File: src/rtl/ps2_host_tx_if.sv
// ps2_host_tx_if: groups the command handshake and the PS/2 pad signals of the
// host-to-device transmitter.
//
// Signals
//   tx_data    - command byte, sampled when tx_start is accepted
//   tx_start   - one-cycle send request, honoured only while busy is low
//   ps2_clk_in - raw PS2_CLK pad level
//   ps2_dat_in - raw PS2_DAT pad level
//   ps2_clk_oe - 1 pulls PS2_CLK low, 0 releases it
//   ps2_dat_oe - 1 pulls PS2_DAT low, 0 releases it
//   busy       - transfer in progress
//   tx_done    - one-cycle pulse on a valid device ACK
//   tx_error   - one-cycle pulse on NACK or timeout
//
// Modports
//   master - the environment: command source plus the pad side
//   slave  - the transmitter itself
interface ps2_host_tx_if;
    logic [7:0] tx_data;
    logic       tx_start;
    logic       ps2_clk_in;
    logic       ps2_dat_in;
    logic       ps2_clk_oe;
    logic       ps2_dat_oe;
    logic       busy;
    logic       tx_done;
    logic       tx_error;

    modport master (
        output tx_data,
        output tx_start,
        output ps2_clk_in,
        output ps2_dat_in,
        input  ps2_clk_oe,
        input  ps2_dat_oe,
        input  busy,
        input  tx_done,
        input  tx_error
    );

    modport slave (
        input  tx_data,
        input  tx_start,
        input  ps2_clk_in,
        input  ps2_dat_in,
        output ps2_clk_oe,
        output ps2_dat_oe,
        output busy,
        output tx_done,
        output tx_error
    );
endinterface

File: src/rtl/ps2_host_tx.sv
// ps2_host_tx: PS/2 host-to-device command transmitter.
//
// Sends one command byte to the keyboard over the shared open-drain PS2_CLK /
// PS2_DAT pads: request-to-send (clock inhibit, then start bit), eight data
// bits LSB first, odd parity and stop on device-generated clocks, then checks
// the device ACK bit. A receiver sharing the pads should ignore the lines
// while busy is high.
//
// Ports
//   CLOCK_50 - 50 MHz system clock
//   resetn   - asynchronous active-low reset; releases both pads immediately
//   bus      - ps2_host_tx_if.slave: tx_data/tx_start request, pad levels in,
//              pad pull-downs out, busy/tx_done/tx_error status
//
// Parameters
//   INHIBIT_CYCLES - cycles the clock is held low for request-to-send
//   TIMEOUT_CYCLES - max cycles between device clock falling edges
//   SETTLE_CYCLES  - cycles data is held low after the clock is released
//
// Optional feature (macro PS2_TX_RETRY_EN): on NACK or timeout the same byte is
// re-sent from the clock-inhibit phase, up to two retries; tx_error pulses only
// after the third failure. Without the macro the first failure ends the
// transfer with tx_error.
module ps2_host_tx #(
    parameter int unsigned INHIBIT_CYCLES = 5000,
    parameter int unsigned TIMEOUT_CYCLES = 750000,
    parameter int unsigned SETTLE_CYCLES  = 50
) (
    input  logic         CLOCK_50,
    input  logic         resetn,
    ps2_host_tx_if.slave bus
);

    localparam int unsigned InhW = $clog2(INHIBIT_CYCLES + 1);
    localparam int unsigned TmoW = $clog2(TIMEOUT_CYCLES + 1);
    localparam int unsigned SetW = $clog2(SETTLE_CYCLES + 1);
    localparam int unsigned CntW = (TmoW > InhW) ? ((TmoW > SetW) ? TmoW : SetW)
                                                 : ((InhW > SetW) ? InhW : SetW);

    localparam logic [CntW-1:0] InhibitLast = CntW'(INHIBIT_CYCLES - 1);
    localparam logic [CntW-1:0] SettleLast  = CntW'(SETTLE_CYCLES - 1);
    localparam logic [CntW-1:0] TimeoutLast = CntW'(TIMEOUT_CYCLES - 1);

    typedef enum logic [2:0] {
        StIdle,
        StInhibit,
        StRts,
        StSettle,
        StShift,
        StAck,
        StWaitIdle
    } state_e;

    state_e          state_q, state_d;
    // One phase counter serves inhibit, settle and the inter-edge timeout;
    // the phases never overlap.
    logic [CntW-1:0] cnt_q, cnt_d;
    logic [3:0]      bitcnt_q, bitcnt_d;
    logic [8:0]      frame_q, frame_d;      // {parity, data}, kept intact for retries
    logic            dat_drive_q, dat_drive_d;
    logic            done_q, done_d;
    logic            error_q, error_d;
`ifdef PS2_TX_RETRY_EN
    logic [1:0]      retry_q, retry_d;
`endif

    // Pad synchronisers; idle lines are high, so reset to 1 to avoid a false edge.
    logic clk_s1_q, clk_s2_q, clk_prev_q;
    logic dat_s1_q, dat_s2_q;
    logic clk_fall;
    logic fail;

    always_ff @(posedge CLOCK_50 or negedge resetn) begin
        if (!resetn) begin
            clk_s1_q   <= 1'b1;
            clk_s2_q   <= 1'b1;
            clk_prev_q <= 1'b1;
            dat_s1_q   <= 1'b1;
            dat_s2_q   <= 1'b1;
        end else begin
            clk_s1_q   <= bus.ps2_clk_in;
            clk_s2_q   <= clk_s1_q;
            clk_prev_q <= clk_s2_q;
            dat_s1_q   <= bus.ps2_dat_in;
            dat_s2_q   <= dat_s1_q;
        end
    end

    assign clk_fall = clk_prev_q & ~clk_s2_q;

    always_ff @(posedge CLOCK_50 or negedge resetn) begin
        if (!resetn) begin
            state_q     <= StIdle;
            cnt_q       <= '0;
            bitcnt_q    <= '0;
            frame_q     <= '0;
            dat_drive_q <= 1'b0;
            done_q      <= 1'b0;
            error_q     <= 1'b0;
`ifdef PS2_TX_RETRY_EN
            retry_q     <= '0;
`endif
        end else begin
            state_q     <= state_d;
            cnt_q       <= cnt_d;
            bitcnt_q    <= bitcnt_d;
            frame_q     <= frame_d;
            dat_drive_q <= dat_drive_d;
            done_q      <= done_d;
            error_q     <= error_d;
`ifdef PS2_TX_RETRY_EN
            retry_q     <= retry_d;
`endif
        end
    end

    always_comb begin
        state_d     = state_q;
        cnt_d       = cnt_q;
        bitcnt_d    = bitcnt_q;
        frame_d     = frame_q;
        dat_drive_d = dat_drive_q;
        done_d      = 1'b0;
        error_d     = 1'b0;
        fail        = 1'b0;
`ifdef PS2_TX_RETRY_EN
        retry_d     = retry_q;
`endif

        unique case (state_q)
            StIdle: begin
                if (bus.tx_start) begin
                    state_d = StInhibit;
                    cnt_d   = '0;
                    frame_d = {~^bus.tx_data, bus.tx_data};
`ifdef PS2_TX_RETRY_EN
                    retry_d = '0;
`endif
                end
            end

            StInhibit: begin
                if (cnt_q == InhibitLast) begin
                    state_d = StRts;
                    cnt_d   = '0;
                end else begin
                    cnt_d = cnt_q + 1'b1;
                end
            end

            // Single cycle with both lines low: start bit asserted before the
            // clock is released.
            StRts: begin
                state_d = StSettle;
                cnt_d   = '0;
            end

            StSettle: begin
                if (cnt_q == SettleLast) begin
                    state_d     = StShift;
                    cnt_d       = '0;
                    bitcnt_d    = '0;
                    dat_drive_d = 1'b1;   // keep the start bit on the line
                end else begin
                    cnt_d = cnt_q + 1'b1;
                end
            end

            StShift: begin
                if (clk_fall) begin
                    cnt_d = '0;
                    if (bitcnt_q == 4'd9) begin
                        dat_drive_d = 1'b0;   // stop bit: release data
                        state_d     = StAck;
                    end else begin
                        dat_drive_d = ~frame_q[bitcnt_q];
                        bitcnt_d    = bitcnt_q + 4'd1;
                    end
                end else if (cnt_q == TimeoutLast) begin
                    fail = 1'b1;
                end else begin
                    cnt_d = cnt_q + 1'b1;
                end
            end

            StAck: begin
                if (clk_fall) begin
                    cnt_d = '0;
                    if (!dat_s2_q) begin
                        state_d = StWaitIdle;
                    end else begin
                        fail = 1'b1;
                    end
                end else if (cnt_q == TimeoutLast) begin
                    fail = 1'b1;
                end else begin
                    cnt_d = cnt_q + 1'b1;
                end
            end

            StWaitIdle: begin
                if (clk_s2_q && dat_s2_q) begin
                    state_d = StIdle;
                    done_d  = 1'b1;
                end else if (clk_fall) begin
                    cnt_d = '0;
                end else if (cnt_q == TimeoutLast) begin
                    fail = 1'b1;
                end else begin
                    cnt_d = cnt_q + 1'b1;
                end
            end

            default: begin
                state_d = StIdle;
            end
        endcase

        if (fail) begin
            dat_drive_d = 1'b0;
            cnt_d       = '0;
`ifdef PS2_TX_RETRY_EN
            if (retry_q != 2'd2) begin
                state_d = StInhibit;
                retry_d = retry_q + 2'd1;
            end else begin
                state_d = StIdle;
                error_d = 1'b1;
            end
`else
            state_d = StIdle;
            error_d = 1'b1;
`endif
        end
    end

    // Pad controls decode straight from state so an async reset releases them
    // in the same cycle.
    assign bus.ps2_clk_oe = (state_q == StInhibit) || (state_q == StRts);
    assign bus.ps2_dat_oe = (state_q == StRts) || (state_q == StSettle) ||
                            ((state_q == StShift) && dat_drive_q);
    // Pulses are registered on the transition into idle, so busy drops in the
    // same cycle the pulse is visible.
    assign bus.busy       = (state_q != StIdle);
    assign bus.tx_done    = done_q;
    assign bus.tx_error   = error_q;

endmodule

File: src/flat_wrapper.sv
// flat-port wrapper written by rule: the top's interface ports become plain ports
module ps2_host_tx_flat 
#(
    parameter int unsigned INHIBIT_CYCLES = 5000,
    parameter int unsigned TIMEOUT_CYCLES = 750000,
    parameter int unsigned SETTLE_CYCLES  = 50
)
  (CLOCK_50, resetn, bus_tx_data, bus_tx_start, bus_ps2_clk_in, bus_ps2_dat_in, bus_ps2_clk_oe, bus_ps2_dat_oe, bus_busy, bus_tx_done, bus_tx_error);
  ps2_host_tx_if bus_i ();
  input  logic CLOCK_50;
  input  logic resetn;
  input wire logic [$bits(bus_i.tx_data)-1:0] bus_tx_data;
  input wire logic [$bits(bus_i.tx_start)-1:0] bus_tx_start;
  input wire logic [$bits(bus_i.ps2_clk_in)-1:0] bus_ps2_clk_in;
  input wire logic [$bits(bus_i.ps2_dat_in)-1:0] bus_ps2_dat_in;
  output wire logic [$bits(bus_i.ps2_clk_oe)-1:0] bus_ps2_clk_oe;
  output wire logic [$bits(bus_i.ps2_dat_oe)-1:0] bus_ps2_dat_oe;
  output wire logic [$bits(bus_i.busy)-1:0] bus_busy;
  output wire logic [$bits(bus_i.tx_done)-1:0] bus_tx_done;
  output wire logic [$bits(bus_i.tx_error)-1:0] bus_tx_error;
  assign bus_i.tx_data = bus_tx_data;
  assign bus_i.tx_start = bus_tx_start;
  assign bus_i.ps2_clk_in = bus_ps2_clk_in;
  assign bus_i.ps2_dat_in = bus_ps2_dat_in;
  assign bus_ps2_clk_oe = bus_i.ps2_clk_oe;
  assign bus_ps2_dat_oe = bus_i.ps2_dat_oe;
  assign bus_busy = bus_i.busy;
  assign bus_tx_done = bus_i.tx_done;
  assign bus_tx_error = bus_i.tx_error;
  ps2_host_tx #(.INHIBIT_CYCLES(INHIBIT_CYCLES), .TIMEOUT_CYCLES(TIMEOUT_CYCLES), .SETTLE_CYCLES(SETTLE_CYCLES)) u_core (.CLOCK_50(CLOCK_50), .resetn(resetn), .bus(bus_i));
endmodule
File: config.mk
export PLATFORM = sky130hd
export DESIGN_NAME = ps2_host_tx_flat
export DESIGN_NICKNAME = d
export VERILOG_FILES = /design/src/rtl/ps2_host_tx_if.sv /design/src/rtl/ps2_host_tx.sv /design/src/flat_wrapper.sv
export SDC_FILE = /design/constraint.sdc
export NUM_CORES = 1
export LEC_CHECK = 0
export BUFFER_PORTS_ARGS = -buffer_cell sky130_fd_sc_hd__clkbuf_2
export CAP_MARGIN = 20
export CORE_ASPECT_RATIO = 0.75
export CORE_MARGIN = 2
export CORE_UTILIZATION = 50
export CTS_CLUSTER_SIZE = 10
export DETAILED_ROUTE_END_ITERATION = 7
export GPL_TIMING_DRIVEN = 1
export MAX_ROUTING_LAYER = met4
export PLACE_DENSITY = 0.68
export SLEW_MARGIN = 20
export SYNTH_ARGS = -nofsm -noshare
export SYNTH_HDL_FRONTEND = slang
export SYNTH_SLANG_ARGS = --single-unit
File: constraint.sdc
create_clock -name CLOCK_50 -period 2.7 [get_ports CLOCK_50]
set_clock_uncertainty 0.05 [all_clocks]
set_input_delay 0.675 -clock CLOCK_50 [delete_from_list [all_inputs] [get_ports CLOCK_50]]
set_output_delay 0.675 -clock CLOCK_50 [all_outputs]
set_load 0.1 [all_outputs]
==> Word level (Yosys, flattened, before mapping) <==
Index checks and enable logic that the tools add are counted.
{ "op_classes": {"addsub": 2, "mul": 0, "div": 0, "order_cmp": 1, "n_eq_ne": 22, "n_shift": 0, "mux": 38, "bitwise_logic": 3, "reduce_logical": 17} }
{ "op_table": {"columns": ["cell", "n"], "rows": [
  ["$mux W20", 7],
  ["$pmux W20 S6", 1],
  ["$mux W3", 9],
  ["$pmux W3 S7", 1],
  ["$add A20 B1 Y20 const B", 1],
  ["$eq A20 B13 Y1 const B", 1],
  ["$eq A20 B20 Y1 const B", 1],
  ["$eq A20 B6 Y1 const B", 1],
  ["$ne A3 B1 Y1 const B", 6],
  ["$mux W1", 13],
  ["$mux W4", 3],
  ["$eq A3 B3 Y1 const B", 3],
  ["$pmux W4 S2", 1],
  ["$reduce_and A8 Y1", 1],
  ["$reduce_xnor A8 Y1", 1],
  ["$reduce_bool A7 Y1", 1],
  ["$eq A3 B2 Y1 const B", 2],
  ["$ne A3 B2 Y1 const B", 2],
  ["$reduce_and A3 Y1", 2],
  ["$reduce_bool A3 Y1", 2],
  ["$lt A4 B5 Y1 const B", 1],
  ["$add A4 B1 Y4 const B", 1],
  ["$bmux W1 S4", 1],
  ["$eq A4 B4 Y1 const B", 1],
  ["15 further kinds", 20]
]} }
{ "totals": {"register_bits": 44, "latchBits": 0, "ramBits": 0, "rom_bits": 0, "input_bits": 13, "out_inout_bits": 5, "word_cells": 95, "mem_count": 0} }

==> Longest topological paths before layout <==
{ "logic_depth": {"depth_word": 7, "mapped_depth": 8, "ltp_nobuf": 7} }

==> Worst setup path after synthesis <==
OpenSTA, ideal clock, no wires.
{ "synth_path": {"path_type": "reg-to-output", "from": "reg u_core.state_q[1]", "to": "out bus_ps2_dat_oe", "arrival_ns": 2.864, "required_ns": 1.975, "slack_ns": -0.889, "path_stages_with_launch": 4, "path_cell_list": "dfrtp_1 clkbuf_1 inv_1 o21ai_0"} }
{ "synth_between": {"elab_chain_cells": 3} }
{ "synth_lines": {"columns": ["item", "line_no", "source"], "rows": [
  ["start: declaration", "ps2_host_tx.sv:54", "state_e state_q, state_d;"],
  ["start signal: assignment", "ps2_host_tx.sv:93", "state_q <= StIdle;"],
  ["start signal: assignment", "ps2_host_tx.sv:104", "state_q <= state_d;"],
  ["$eq A3 B2 Y1 / $eq A3 B3 Y1 (equally long branches)", "ps2_host_tx.sv:240, ps2_host_tx.sv:241", null],
  ["$logic_or A1 B1 Y1 / $logic_and A1 B1 Y1 (equally long branches)", "ps2_host_tx.sv:240, ps2_host_tx.sv:241", null],
  ["$logic_or A1 B1 Y1 *", "ps2_host_tx.sv:240", "assign bus.ps2_dat_oe = (state_q == StRts) || (state_q == StSettle) ||"],
  ["end: declaration", "flat_wrapper.sv:17", "output wire logic [$bits(bus_i.ps2_dat_oe)-1:0] bus_ps2_dat_oe;"]
]} }
Every way passes the cells marked *; elsewhere a longest branch is shown, timed or not.

==> Final worst setup path <==
{ "layout_path": {"from": "reg u_core.state_q[2]", "to": "out bus_busy"} }
{ "layout_between": {"elab_chain_cells": 1} }
{ "layout_lines": {"columns": ["item", "line_no", "source"], "rows": [
  ["$reduce_bool A3 Y1", "ps2_host_tx.sv:244", "assign bus.busy = (state_q != StIdle);"],
  ["end: declaration", "flat_wrapper.sv:18", "output wire logic [$bits(bus_i.busy)-1:0] bus_busy;"]
]} }
Every way passes these cells.

==> flow_summary.toml <==
[outcome]
outcome = "completed"

[final_layout]
final_cell_mix = "dfrtp_1, nand2_1, a21oi_1"
syn_to_final_growth_pct = 11.8
fillers = 433
final_cells = 348
mostFrequentLayoutCell = "dfrtp_1"
drive_gt1_share_pct = 21.2
antennaDiodeCount = 0
nets = 304

[critical_path]
cp-start-kind = "flop"
max_stage_delay_ns = 0.56
cp.required_ns = 1.98
crit_chain = "buf_4 > or3_1 > clkbuf_2"
end_kind = "primary output"
crit_path_max_fanout = 14
worstSetupPathType = "reg -> out"
cp_slowest_cell = "dfrtp_1"
reg2reg_depth = 6
crit_arrival_ns = 1.88

[yosys]
synth_cell_type_count = 51
synthesis.area_um2 = 2580
ys_ff_latch = 44
yosys-top-cells-area = "dfrtp_1, dfstp_2, a21oi_1"
synth_edf_count = 0
syn_avg_cell_area_um2 = 9.61
netlist.area_leader.share_pct = 37.9
synth-async-reset-ratio_pct = 100
synth.yosys.seq_area_share_pct = 43.0
syn-num-nets = 285
ys_warn_count = 0
ys.flop_type = "dfrtp_1"
synth_top_cell_by_area = "dfrtp_1"
syn_inst = 268

[power]
p_int_mw = 1.49
p_sw_mw = 1.14
p_comb_share_pct = 43.2
powerDensity_nw_per_um2 = 915
clockPowerShare_pct = 19.8
share_seq_of_total_power_pct = 37.1
power.leakage_nw = 1.17
switching_share_pct = 43.3
max-vdd-ir-drop_mv = 0.358

[timing]
finalCritPeriodShare_pct = 96.5
whs_ns = 0.310
tightest_slew_ns = 0.720
hold_violations = 0
max_freq_mhz = 384
finalSetupViolations = 0
slew_headroom_pct = 51.6
drv_slew = 0
period_needed_ns = 2.61
rsz0062_at_grt = "no"

[floorplanning]
core_um2 = 4930
ioPinCount = 18
die_h_um = 66.2
rows = 22
die-area_um2 = 5750
start_util_pct = 52.3
die_w_um = 86.9

[place]
dpl.cell_count = 340
place.gp.congestion = 0.851
port_buffers = 17
dp_hpwl_um = 3990

[global_routing]
antenna_found_initial = 0
grt_pass1_vias = 2055
grt_max_degree = 45
grt_overflow = 0
grtUsageTotal_pct = 23.0
grt_pass1_wl_um = 10100

[detailed_routing]
vias = 2117
drcViolationCount = 0
first_pass_iters = 4
antenna_left = 0
wl_um = 5550
viasPerCell = 6.08
drtIter0Drc = 245
wl_per_cell_um = 16.0

[hold_path]
worstHoldPathCells = 0
min_path_type = "reg -> reg"

[clock_tree]
cts-root-buf = "clkbuf_8"
numCtsBuffers = 5
post-cts-setup-buffers = 0
h-tree-depth = 2
hold_buffers = 0
post_cts_resize_count = 0
clk_pin_slew_ns = 0.09
clk_latency_ns = 0.30
cts_tree = "built"
numClockSinks = 44
clockBufferDepth = 2

[job]
drv_cap = 0
==> metal layers <==
layer  GRT usage [%]  part of all wire (%)  vias to the layer above
met5               -                     0                        -
met4            3.52                  0.41                        0
met2            31.7                    41                       63
li1                -                     -                     1037
met1            35.5                    52                     1015
met3            4.37                   6.1                        2
==> power groups by stage <==
stage	sequential, mW	combinational [mW]	clock, mW
floorplan	0.904	0.929	0
global placement	0.975	1.11	0
detailed placement	0.982	1.12	0
CTS	0.967	1.13	0.533
global route	1.00	1.26	0.569
finish	0.976	1.14	0.520
==> worst max-delay path, delay by kind of cell (launching register included) <==
| kind | cells | cell delay (ns) |
|---|---|---|
| flip-flops | 1 | 0.56 |
| buffers and inverters | 2 | 0.62 |
| AND/OR/NAND/NOR | 1 | 0.40 |
==> sequential cells by signal, summed over array words and instances (netlist names) <==
| signal | flops |
|---|---|
| u_core.bitcnt_q | 4 |
| u_core.dat_s1_q | 1 |
| u_core.dat_drive_q | 1 |
| u_core.bus.tx_done | 1 |
| u_core.frame_q | 9 |
| u_core.dat_s2_q | 1 |
| u_core.clk_s2_q | 1 |
| u_core.cnt_q | 20 |
| u_core.clk_s1_q | 1 |
| u_core.state_q | 3 |
| u_core.bus.tx_error | 1 |
| u_core.clk_prev_q | 1 |
==> path summary, 6_finish.rpt <==
path	from	endpoint	slack (ns)
setup / recovery	u_core.state_q[2]$_DFFE_PN0P_	bus_busy	0.09
hold / removal	u_core.clk_s1_q$_DFF_PN1_	u_core.clk_s2_q$_DFF_PN1_	0.31
setup reg to reg	u_core.cnt_q[13]$_DFFE_PN0P_	u_core.cnt_q[6]$_DFFE_PN0P_	0.20
hold reg to reg	u_core.clk_s1_q$_DFF_PN1_	u_core.clk_s2_q$_DFF_PN1_	0.31
max in group asynchronous	resetn	u_core.clk_s1_q$_DFF_PN1_	1.82
min in group asynchronous	resetn	u_core.bus.tx_done$_DFF_PN0_	0.39
==> synth_stat cells, types with 2 or more instances <==
| cell | count |
|---|---|
| o21ai_0 | 7 |
| or3_1 | 3 |
| and3_1 | 2 |
| mux4_2 | 2 |
| nor2b_1 | 3 |
| a21o_1 | 3 |
| nand4_1 | 7 |
| o21ai_1 | 2 |
| dfstp_2 | 5 |
| or3b_2 | 3 |
| nand3b_1 | 2 |
| nand2b_1 | 7 |
| buf_2 | 2 |
| mux2_2 | 9 |
| dfrtp_1 | 39 |
| xnor2_1 | 11 |
| a31oi_1 | 3 |
| nor2_1 | 12 |
| nor3b_1 | 2 |
| nand4b_1 | 2 |
| inv_1 | 6 |
| nand2_1 | 24 |
| o211ai_1 | 11 |
| ha_1 | 4 |
| nor4_1 | 10 |
| nor3_1 | 7 |
| xor2_1 | 9 |
| or2_2 | 2 |
| a21oi_1 | 22 |
| clkbuf_1 | 10 |
| o31ai_1 | 5 |
| or4_1 | 2 |
| nand3_1 | 12 |
==> through the flow <==
stage	util [%]	setup TNS [ns]	total power [mW]	worst slack (ns)	cell area [um2]
after floorplan	-	-0.138	1.83	-0.138	2580
final	58.4	0	2.63	0.0947	2880
after detailed placement	55.9	0	2.10	0.287	2750
after global placement	55.9	0	2.09	0.328	2750
after global routing	58.4	0	2.83	0.0117	2880
after CTS	58.3	0	2.63	0.109	2870
==> logic make-up after synthesis <==
logic type	Yosys count	synth area share [%]
flip-flops	44	43.0
multiplexers	11	5.68
XOR/XNOR	20	6.80
adder cells (fa/ha/maj)	4	1.94
AND/OR/NAND/NOR	107	23.6
buffers and inverters	19	2.91
AO/OA/AOI/OAI	63	16.1
==> cell type report <==
cell class | count | area [um2] | area share [%]
clock buffer | 5 | 68.8 | 2.39
clock inverter | 3 | 47.5 | 1.65
multi-input combinational | 205 | 1410 | 49.1
timing repair buffer | 25 | 145 | 5.04
sequential | 44 | 1110 | 38.5
tap | 60 | 75.1 | 2.61
inverter | 6 | 22.5 | 0.782
(Power assumes the default switching activity.)
